===== config.mk =====
export PLATFORM = sky130hd
export DESIGN_NAME = enigma_stream_sequencer
export DESIGN_NICKNAME = d
export VERILOG_FILES = /design/src/rtl/enigma_stream_sequencer.sv
export SDC_FILE = /design/constraint.sdc
export NUM_CORES = 1
export LEC_CHECK = 0
export ABC_CLOCK_PERIOD_IN_PS = 6000
export CORE_MARGIN = 2
export CORE_UTILIZATION = 40
export DETAILED_ROUTE_END_ITERATION = 8
export REMOVE_ABC_BUFFERS = 1
export SLEW_MARGIN = 30
export SYNTH_ARGS = -nofsm -noshare
export SYNTH_HDL_FRONTEND = slang
export SYNTH_SLANG_ARGS = --single-unit

===== constraint.sdc =====
create_clock -name i_clock -period 6 [get_ports i_clock]
set_clock_uncertainty 0.1 [all_clocks]
set_input_delay 1.2 -clock i_clock [delete_from_list [all_inputs] [get_ports i_clock]]
set_output_delay 1.2 -clock i_clock [all_outputs]
set_load 0.03 [all_outputs]

===== src/rtl/enigma_stream_sequencer.sv =====
// Enigma stream sequencer: accepts host bytes, steps the cipher engine once
// per letter, waits out the engine latency, and queues results in a small FIFO.
module enigma_stream_sequencer #(
    parameter int ENGINE_LATENCY = 2,
    parameter int FIFO_DEPTH     = 4,
    parameter int PASS_NONALPHA  = 1
) (
    input  logic        i_clock,
    input  logic        reset,
    input  logic [7:0]  i_rx_data,
    input  logic        i_rx_valid,
    output logic        o_rx_ready,
    output logic [7:0]  o_inputData,
    output logic        o_rotate,
    input  logic [7:0]  i_outputData,
    input  logic        i_valid,
    input  logic        i_update_settings,
    output logic [7:0]  o_tx_data,
    output logic        o_tx_valid,
    input  logic        i_tx_ready,
    output logic        o_busy,
    output logic [15:0] o_char_count,
    output logic [15:0] o_drop_count
);

    localparam int AW = (FIFO_DEPTH > 1) ? $clog2(FIFO_DEPTH) : 1;
    localparam int CW = $clog2(ENGINE_LATENCY + 1) + 1;

    typedef enum logic [1:0] {IDLE, STEP, WAIT, CAPTURE} state_t;

    state_t          state;
    logic [CW-1:0]   wait_cnt;
    logic [7:0]      mem [FIFO_DEPTH];
    logic [AW-1:0]   wr_ptr;
    logic [AW-1:0]   rd_ptr;
    logic [AW:0]     count;

    logic            is_letter;
    logic            accept;
    logic            push;
    logic            pop;
    logic [7:0]      push_data;
    logic            char_inc;
    logic            drop_inc;

    assign is_letter  = ((i_rx_data >= 8'h41) && (i_rx_data <= 8'h5A)) ||
                        ((i_rx_data >= 8'h61) && (i_rx_data <= 8'h7A));
    assign o_rx_ready = (state == IDLE) && (count < (AW+1)'(FIFO_DEPTH)) && !i_update_settings;
    assign accept     = i_rx_valid && o_rx_ready;
    assign o_busy     = (state != IDLE);
    assign o_tx_valid = (count != '0);
    // Gate the head so an empty FIFO always presents 0x00, including in reset.
    assign o_tx_data  = o_tx_valid ? mem[rd_ptr] : 8'h00;
    assign pop        = o_tx_valid && i_tx_ready;

    // Decide what gets pushed and which counter moves this cycle.
    always_comb begin
        push      = 1'b0;
        push_data = i_rx_data;
        char_inc  = 1'b0;
        drop_inc  = 1'b0;
        case (state)
            IDLE: begin
                if (accept && !is_letter) begin
                    if (PASS_NONALPHA != 0) push = 1'b1;
                    else                    drop_inc = 1'b1;
                end
            end
            STEP, WAIT: begin
                if (i_update_settings) drop_inc = 1'b1;
            end
            CAPTURE: begin
                if (i_update_settings) begin
                    drop_inc = 1'b1;
                end else if (i_valid) begin
                    push      = 1'b1;
                    push_data = i_outputData;
                    char_inc  = 1'b1;
                end else begin
                    drop_inc = 1'b1;
                end
            end
            default: ;
        endcase
    end

    // Character sequencing FSM; one character in flight at a time.
    always_ff @(posedge i_clock or posedge reset) begin
        if (reset) begin
            state       <= IDLE;
            o_rotate    <= 1'b0;
            o_inputData <= 8'h00;
            wait_cnt    <= '0;
        end else begin
            case (state)
                IDLE: begin
                    o_rotate <= 1'b0;
                    if (accept) begin
                        o_inputData <= i_rx_data;
                        if (is_letter) begin
                            state    <= STEP;
                            o_rotate <= 1'b1;
                        end
                    end
                end
                STEP: begin
                    o_rotate <= 1'b0;
                    if (i_update_settings) begin
                        state <= IDLE;
                    end else begin
                        state    <= WAIT;
                        wait_cnt <= CW'(ENGINE_LATENCY);
                    end
                end
                WAIT: begin
                    // Counter passes through 1 and then 0, so WAIT spans
                    // ENGINE_LATENCY+1 cycles before the capture.
                    if (i_update_settings)     state <= IDLE;
                    else if (wait_cnt == '0)   state <= CAPTURE;
                    else                       wait_cnt <= wait_cnt - 1'b1;
                end
                CAPTURE: begin
                    state <= IDLE;
                end
                default: begin
                    state    <= IDLE;
                    o_rotate <= 1'b0;
                end
            endcase
        end
    end

    // FIFO storage; contents need no reset since count gates visibility.
    always_ff @(posedge i_clock) begin
        if (push) mem[wr_ptr] <= push_data;
    end

    // FIFO pointers and occupancy; pointers wrap naturally at power-of-two depth.
    always_ff @(posedge i_clock or posedge reset) begin
        if (reset) begin
            wr_ptr <= '0;
            rd_ptr <= '0;
            count  <= '0;
        end else begin
            if (push) wr_ptr <= wr_ptr + 1'b1;
            if (pop)  rd_ptr <= rd_ptr + 1'b1;
            if (push && !pop)      count <= count + 1'b1;
            else if (pop && !push) count <= count - 1'b1;
        end
    end

    // Saturating statistics counters.
    always_ff @(posedge i_clock or posedge reset) begin
        if (reset) begin
            o_char_count <= 16'h0000;
            o_drop_count <= 16'h0000;
        end else begin
            if (char_inc && (o_char_count != 16'hFFFF)) o_char_count <= o_char_count + 16'h0001;
            if (drop_inc && (o_drop_count != 16'hFFFF)) o_drop_count <= o_drop_count + 16'h0001;
        end
    end

endmodule


==> flow_summary.json <==
{
  "synth_edf_count": 32,
  "cts_tree": "done",
  "nNetsFinal": 417,
  "power_density_nw_per_um2": 405,
  "gp_congestion": 0.811,
  "final_design_area_no_fill_um2": 5050,
  "worstPathCellList": "clkdlybuf4s50_1, nor3_1, clkdlybuf4s50_1",
  "start_util_pct": 40.8,
  "cp_slowest_cell": "clkdlybuf4s50_1",
  "path_clk_slew_ns": 0.09,
  "seqPwrFrac_pct": 40.0,
  "cp_common_cell": "clkdlybuf4s50_1",
  "outcome": "finished, final reports clean",
  "yosys_warnings": 0,
  "max_stage_delay_ns": 0.70,
  "p_clk_share_pct": 19.7,
  "slew_violations": 0,
  "grt_pass1_wl_mm": 13.3,
  "cts_max_path_buffers": 2,
  "ant_nets": 0,
  "hold_viol_final": 0,
  "post-route-min-period_ns": 3.94,
  "rsz0062_at_grt": "false",
  "worstPathMaxFanout": 7,
  "peakVddDrop_mv": 0.227,
  "p_int_mw": 1.29,
  "critPathCaptureType": "primary output",
  "ys_seq_area_share_pct": 57.6,
  "cts_hold_buffers": 0,
  "dp_hpwl_mm": 5.70,
  "tightest_slew_ns": 0.734,
  "power_leakage_nw": 1.98,
  "drt_iter0_markers": 54,
  "portBuffers": 73,
  "die-area_um2": 10700,
  "first_global_vias": 2661,
  "p_switching_uw": 754,
  "die_w_um": 104,
  "synth.avg_cell_area_um2": 13.2,
  "overflow": 0,
  "clock_sink_count": 85,
  "finalSetupViolCount": 0,
  "wl_per_cell_um": 15.3,
  "yosysTopAreaCell": "dfrtp_1",
  "place_inst": 502,
  "async_flop_share_pct": 62.4,
  "via_count": 2571,
  "place_area_um2": 4850,
  "clkLatencyLatePin_ns": 0.34,
  "yosysUniqueCellTypes": 45,
  "yosysMostFrequentCell": "dfrtp_1",
  "r2r_setup_slack_ns": 3.14,
  "ys_top_cells_by_area": "dfrtp_1 (33%), edfxtp_1 (24%), mux2_2 (5.7%)",
  "critPathArrivalTime_ns": 2.64,
  "drive_gt1_share_pct": 15.1,
  "grt_max_degree": 54,
  "crit_type": "primary input to primary output",
  "drv_cap": 0,
  "core_area_um2": 9730,
  "clock-root-buffer": "clkbuf_8",
  "hold_path.class": "flop to flop",
  "yosys-top-cells-count": "dfrtp_1 (53), edfxtp_1 (32), xnor2_1 (23)",
  "synthToLayoutAreaGrowth_pct": 27.1,
  "crit_path_start": "i_update_settings",
  "via_per_inst": 4.96,
  "netlist_instances": 300,
  "r2r-start": "state[0]",
  "ys_ff_latch": 85,
  "htree_levels": 3,
  "drcViolationCount": 0,
  "grt_antenna_before_repair": 0,
  "start_kind": "primary input",
  "syn_area_um2": 3970,
  "rows": 36,
  "fin_crit_sh_pct": 65.6,
  "postCtsSetupBuffers": 0,
  "synth_ff_type": "dfrtp_1",
  "switching_share_pct": 36.9,
  "first_pass_iters": 4,
  "fin_setup_tns_ns": 0,
  "grtUsageTotal_pct": 15.5,
  "slew_headroom_pct": 50.9,
  "wirelength_mm": 7.93,
  "critPathRequiredTime_ns": 4.70,
  "hp-start": "wait_cnt[0]",
  "netlist.area_leader.share_pct": 33.4,
  "cts_resized": 0,
  "die_h_um": 104,
  "final_cells": 518,
  "cts_buffers": 9,
  "pin_count": 74,
  "antenna_cells": 0,
  "max_freq_mhz": 254,
  "combPwrFrac_pct": 40.4
}
final cells by class:
class	count	area (um^2)
fillers	926	4680
clock inverters	7	72.6
well taps	133	166
flip-flops and latches	85	2290
repair buffers	74	738
clock buffers	9	124
inverters	16	60.1
multi-input cells	194	1600
cells in the final DEF (no fill, tap or decap), types with 11 or more instances in the layout:
cell,n
nor2_1,16
ha_1,14
nand2_1,16
nand4_1,11
edfxtp_1,32
mux2_2,20
nand3_1,12
dfrtp_1,53
clkdlybuf4s50_1,73
xnor2_1,23
inv_1,15
worst paths after layout:
kind	endpoint	depth (start not counted)
max in group asynchronous	state[1]	3
worst min register to register	wait_cnt[0]	1
worst min-delay path	wait_cnt[0]	1
min in group asynchronous	state[0]	3
worst max-delay path	o_rx_ready	3
worst max register to register	count[2]	11
critical path: cells and delay by family:
family,cells,cell delay [ns]
buf+inv,2,1.22
simple gates,1,0.22
kinds of logic (layout without fill, tap and decap cells):
logic type	after synthesis	after routing	synth area share [%]
simple gates	89	89	12.2
flops	85	85	57.6
xor+xnor	32	32	7.05
mux	30	30	10.8
compound gates	28	28	5.32
buf+inv	21	106	2.14
fa+ha+maj	15	15	4.91
sequential cells by signal, indices dropped and copies added (netlist names):
signal        cells
mem              32
o_char_count     16
o_drop_count     16
o_inputData       8
count             3
wait_cnt          3
rd_ptr            2
state             2
wr_ptr            2
o_rotate          1
metal layers:
layer | global-route usage, % | vias to the layer above | share of wire, %
met3 | 2.89 | 4 | 3.6
met1 | 21.3 | 1264 | 48
met5 | 0 | - | 0
met2 | 24.8 | 58 | 47
met4 | 5.50 | 0 | 0.87
li1 | - | 1245 | -
metrics by stage:
step | worst slack (ns) | hold slack [ns] | total power [mW] | utilization (%)
after global routing | 2.01 | 0.416 | 2.17 | 51.9
after CTS | 2.06 | 0.382 | 2.08 | 51.9
final | 2.06 | 0.377 | 2.05 | 51.9
after floorplan | 2.61 | 0.351 | 1.35 | -
after detailed placement | 1.93 | 0.369 | 1.66 | 49.9
after global placement | 2.01 | 0.363 | 1.66 | 49.9
power by group through the flow:
stage	Sequential [mW]	Combinational [mW]	Clock (mW)
global route	0.840	0.890	0.436
finish	0.818	0.826	0.403
detailed placement	0.833	0.830	0
global placement	0.832	0.824	0
floorplan	0.904	0.446	0
CTS	0.822	0.837	0.416
Note: power is estimated with default switching activity, not from simulation.
